### src/rtl/ifmap_window_gen.sv
// ifmap_window_gen: K-byte horizontal sliding window over an ifmap byte stream.
// Tracks column/row position and flags the last window of a row (out_last)
// and the completion of a frame (frame_done).
// Optional build macro: IFMAP_ZERO_PAD_EN enables left zero padding, so every
// accepted byte emits a window (ROW_W windows per row instead of ROW_W-K+1).
module ifmap_window_gen #(
  parameter int K     = 3,
  parameter int ROW_W = 8,
  parameter int ROWS  = 8
) (
  input  logic           clk,
  input  logic           rst,
  input  logic [7:0]     in_ifmap,
  input  logic           in_valid,
  output logic           in_ready,
  output logic [8*K-1:0] out_window,
  output logic           out_valid,
  input  logic           out_ready,
  output logic           out_last,
  output logic           frame_done
);

  localparam int CW = (ROW_W > 1) ? $clog2(ROW_W) : 1;
  localparam int RW = (ROWS > 1) ? $clog2(ROWS) : 1;

  logic [K-1:0][7:0] sr;    // lane K-1 newest, lane 0 oldest
  logic [K-1:0][7:0] nxt;   // window after shifting in the current byte
  logic [CW-1:0]     col;
  logic [RW-1:0]     row;
  logic              out_row_last;  // held window belongs to row ROWS-1
  logic              accept, emit, col_end, row_end;

  // No skid buffer: a new byte is taken only when the output slot is free or draining.
  assign in_ready = !out_valid || out_ready;
  assign accept   = in_valid && in_ready;
  assign col_end  = (col == CW'(ROW_W - 1));
  assign row_end  = (row == RW'(ROWS - 1));

`ifdef IFMAP_ZERO_PAD_EN
  assign emit = 1'b1;
`else
  assign emit = (col >= CW'(K - 1));
`endif

  // Per-lane next value: newest lane takes the input, the rest shift toward lane 0.
  for (genvar i = 0; i < K; i++) begin : g_lane
    if (i == K - 1) begin : g_newest
      assign nxt[i] = in_ifmap;
    end else begin : g_older
`ifdef IFMAP_ZERO_PAD_EN
      // Row start: older lanes are the left padding.
      assign nxt[i] = (col == '0) ? 8'h00 : sr[i+1];
`else
      // Stale lanes are flushed by the K-1 priming bytes, so no clear is needed.
      assign nxt[i] = sr[i+1];
`endif
    end
  end

  // Shift register and column/row position advance on every accepted byte.
  always_ff @(posedge clk or posedge rst) begin
    if (rst) begin
      sr  <= '0;
      col <= '0;
      row <= '0;
    end else if (accept) begin
      sr <= nxt;
      if (col_end) begin
        col <= '0;
        row <= row_end ? '0 : row + 1'b1;
      end else begin
        col <= col + 1'b1;
      end
    end
  end

  // Output slot: load on emit (replacing a window drained in the same edge), clear on drain.
  always_ff @(posedge clk or posedge rst) begin
    if (rst) begin
      out_window   <= '0;
      out_valid    <= 1'b0;
      out_last     <= 1'b0;
      out_row_last <= 1'b0;
    end else if (accept && emit) begin
      out_window   <= nxt;
      out_valid    <= 1'b1;
      out_last     <= col_end;
      out_row_last <= row_end;
    end else if (out_valid && out_ready) begin
      out_valid <= 1'b0;
    end
  end

  // Frame completion pulse, one cycle after the final window of the frame is taken.
  always_ff @(posedge clk or posedge rst) begin
    if (rst) frame_done <= 1'b0;
    else     frame_done <= out_valid && out_ready && out_last && out_row_last;
  end

endmodule

### config.mk
export PLATFORM = sky130hd
export DESIGN_NAME = ifmap_window_gen
export DESIGN_NICKNAME = d
export VERILOG_FILES = /design/src/rtl/ifmap_window_gen.sv
export SDC_FILE = /design/constraint.sdc
export NUM_CORES = 1
export LEC_CHECK = 0
export CAP_MARGIN = 20
export CELL_PAD_IN_SITES_DETAIL_PLACEMENT = 1
export CELL_PAD_IN_SITES_GLOBAL_PLACEMENT = 1
export CORE_UTILIZATION = 46
export DETAILED_ROUTE_END_ITERATION = 7
export GPL_ROUTABILITY_DRIVEN = 0
export GPL_TIMING_DRIVEN = 0
export PLACE_DENSITY = 0.83
export SLEW_MARGIN = 20
export SYNTH_ARGS = -nofsm -noshare
export SYNTH_HDL_FRONTEND = slang
export SYNTH_SLANG_ARGS = --single-unit
### constraint.sdc
create_clock -name clk -period 4.1 [get_ports clk]
set_clock_uncertainty 0.1 [all_clocks]
set_input_delay 1.025 -clock clk [delete_from_list [all_inputs] [get_ports clk]]
set_output_delay 1.025 -clock clk [all_outputs]
set_load 0.05 [all_outputs]
==> results.py <==
metrics = {
    "run_status": {
        "run_status": "finished clean",
    },
    "routing": {
        "viasPerCell": 5.16,
        "wl_mm": 3.78,
        "vias": 1104,
        "wl_per_cell_microns": 17.7,
        "ant_nets": 0,
        "drt-initial-drc-count": 19,
        "drc_errors": 0,
        "dr.pass1.iters": 3,
    },
    "worst_setup_path": {
        "cp_slowest_cell": "clkdlybuf4s50_1",
        "reg2reg_to": "out_window[3]",
        "crit_chain": "clkdlybuf4s50_1 > nand2b_1 > buf_6 > clkdlybuf4s50_1",
        "crit_end": "in_ready",
        "cpMostUsedCell": "clkdlybuf4s50_1",
        "crit_path_end_kind": "primary output",
        "r2r_slack_ns": 2.47,
        "crit_fanout": 5,
        "required_ns": 2.97,
        "crit_path_start_kind": "primary input",
        "cp.arrival_ns": 2.56,
        "reg2reg_from": "col[1]",
        "startpoint": "out_ready",
        "max_stage_delay_ns": 0.80,
        "r2r_cells": 3,
        "crit_type": "in -> out",
    },
    "global_routing": {
        "grt_pass1_wl_mm": 6.31,
        "gr-total-overflow": 0,
        "grt_max_degree": 31,
        "antenna_found_initial": 0,
        "grt_pass1_vias": 1264,
        "grt_use_total": 0.193,
    },
    "timing": {
        "fmax_ghz": 0.272,
        "final.setup.worst_slack_ns": 0.419,
        "fin_tns_setup_ns": 0,
        "rsz0062_at_grt": "no",
        "finalCriticalPeriod_ns": 3.68,
        "setup_viol": 0,
        "worst_slew_pin_slew_ns": 0.515,
        "maxSlewHeadroom": 0.656,
        "finalHoldViolCount": 0,
        "maxSlewViolCount": 0,
        "finalCritPeriodShare": 0.898,
    },
    "cells_and_area": {
        "layout-drive-gt1-share": 0.396,
        "final_common_cell": "dfrtp_1",
        "regArea_sq_um": 1250,
        "mostFrequentLayoutCells": "50 x dfrtp_1, 39 x clkdlybuf4s50_1, 29 x mux2_2, 19 x mux2_4, 5 x clkbuf_8",
        "final_cells": 214,
        "multi_input_area_sq_um": 733,
        "syn_to_final_growth_pct": 28.5,
        "final_nets": 179,
        "fillCellCount": 357,
        "diodes": 0,
    },
    "power_and_ir_drop": {
        "irDropWorstVdd_mv": 0.452,
        "powerDensity_nw_per_um2": 927,
        "switchingPower_uw": 992,
        "intPower_mw": 1.44,
        "combPwrFrac": 0.514,
        "p_clk_frac": 0.137,
        "switching_share": 0.408,
        "power_frac_seq": 0.348,
        "leakagePower_nw": 1.19,
    },
    "logic_synthesis": {
        "yosysSeqAreaShare": 0.613,
        "synth_cells": 116,
        "synth-seq-cells": 50,
        "avgSynthCellArea_sq_um": 17.6,
        "yosysWarnings": 0,
        "syn_area_sq_um": 2040,
        "synthDistinctLibCells": 15,
        "synth_fp_nets": 132,
    },
    "min_path": {
        "hold_class": "reg -> reg",
    },
    "clocking": {
        "cts_resized": 0,
        "clkLatencyLatePin_ns": 0.30,
        "clockRootBuffer": "clkbuf_8",
        "numCtsBuffers": 5,
        "hold_buffers": 0,
        "cts_tree": "done",
        "clk_pin_slew_ns": 0.08,
        "post-cts-setup-buffer-count": 0,
        "clk_path_buf_depth": 2,
        "cts_num_sinks": 50,
        "cts_htree_levels": 2,
    },
    "die": {
        "fp.dieH_microns": 68.6,
        "start_util": 0.496,
        "dieArea_sq_um": 4710,
        "fp-row-count": 23,
        "dieWidth_microns": 68.6,
        "io_pins": 40,
        "core_sq_um": 4120,
    },
    "place": {
        "post-place-ws_ns": 0.419,
        "port-buffer-count": 39,
        "place_hpwl_mm": 2.63,
        "dpl.cell_count": 206,
    },
    "job": {
        "maxCapViolations": 0,
    },
}
[layer usage]
metal	share of wire	routed length, microns	track usage
met1	0.45	1710	0.242
met2	0.49	1840	0.317
met3	0.046	175	0.0543
met4	0.014	53	0.0703
met5	0	0	0
[layout make-up]
cell class                      instances  share of cell area
Multi-Input combinational cell         61               0.280
Buffer                                  4              0.0200
Sequential cell                        50               0.477
Inverter                                1             0.00143
Clock buffer                            5              0.0262
Clock inverter                          3              0.0153
Timing Repair Buffer                   40               0.156
Tap cell                               50              0.0239
[worst min-delay path by stage]
stage / startpoint / to / slack (ns) / depth (start not counted)
floorplan: out_row_last / out_row_last / 0.37 / 1
global placement: nxt[0] / out_window[0] / 0.38 / 1
detailed placement: nxt[4] / out_window[4] / 0.39 / 1
CTS: nxt[4] / out_window[4] / 0.41 / 1
global route: nxt[1] / out_window[1] / 0.43 / 1
finish: nxt[3] / out_window[3] / 0.41 / 1
[cells in the mapped netlist (all sizes together)]
master | n | area, sq um
dfrtp | 50 | 1250
nand2 | 2 | 15.0
nand3 | 1 | 5.00
buf | 4 | 52.6
nor2 | 2 | 7.51
mux2 | 48 | 612
inv | 1 | 3.75
nor2b | 1 | 6.26
o211ai | 1 | 21.3
nand2b | 1 | 6.26
and4 | 1 | 10.0
ha | 4 | 50.1
[through the flow]
stage               area [sq um]  total power, mW  utilization  hold slack, ns
finish                      2620             2.43        0.637           0.413
global route                2620             2.57        0.637           0.431
floorplan                   2040             1.72            -           0.374
detailed placement          2510             2.11        0.611           0.392
global placement            2490             2.06        0.606           0.385
CTS                         2620             2.46        0.637           0.415
[cell families (layout without fill, tap and decap cells)]
kind of cell	count (synthesis)	count (layout)	share of synthesized area
AOI/OAI and AO/OA	1	1	0.0104
adders and majority gates	4	4	0.0245
buffers and inverters	5	53	0.0276
DFF	50	50	0.613
muxes	48	48	0.300
and+or+nand+nor	8	8	0.0245
[power groups by stage]
stage	registers, mW	clock network (mW)	logic, mW
4_1_cts	0.849	0.346	1.27
3_3_place_gp	0.837	0	1.22
5_1_grt	0.875	0.368	1.32
3_5_place_dp	0.856	0	1.25
6_report	0.847	0.334	1.25
2_1_floorplan	1.28	0	0.441
[critical path, delay by kind of cell]
family,cells,cell delay [ns]
and+or+nand+nor,1,0.13
buffers and inverters,3,1.40
[registers in the layout (all words and copies together), names as in the netlist]
register	cells
out_last	1
out_row_last	1
out_valid	1
col	3
row	3
frame_done	1
nxt	16
out_window	24
No activity file was read; power rests on OpenSTA's default activity.
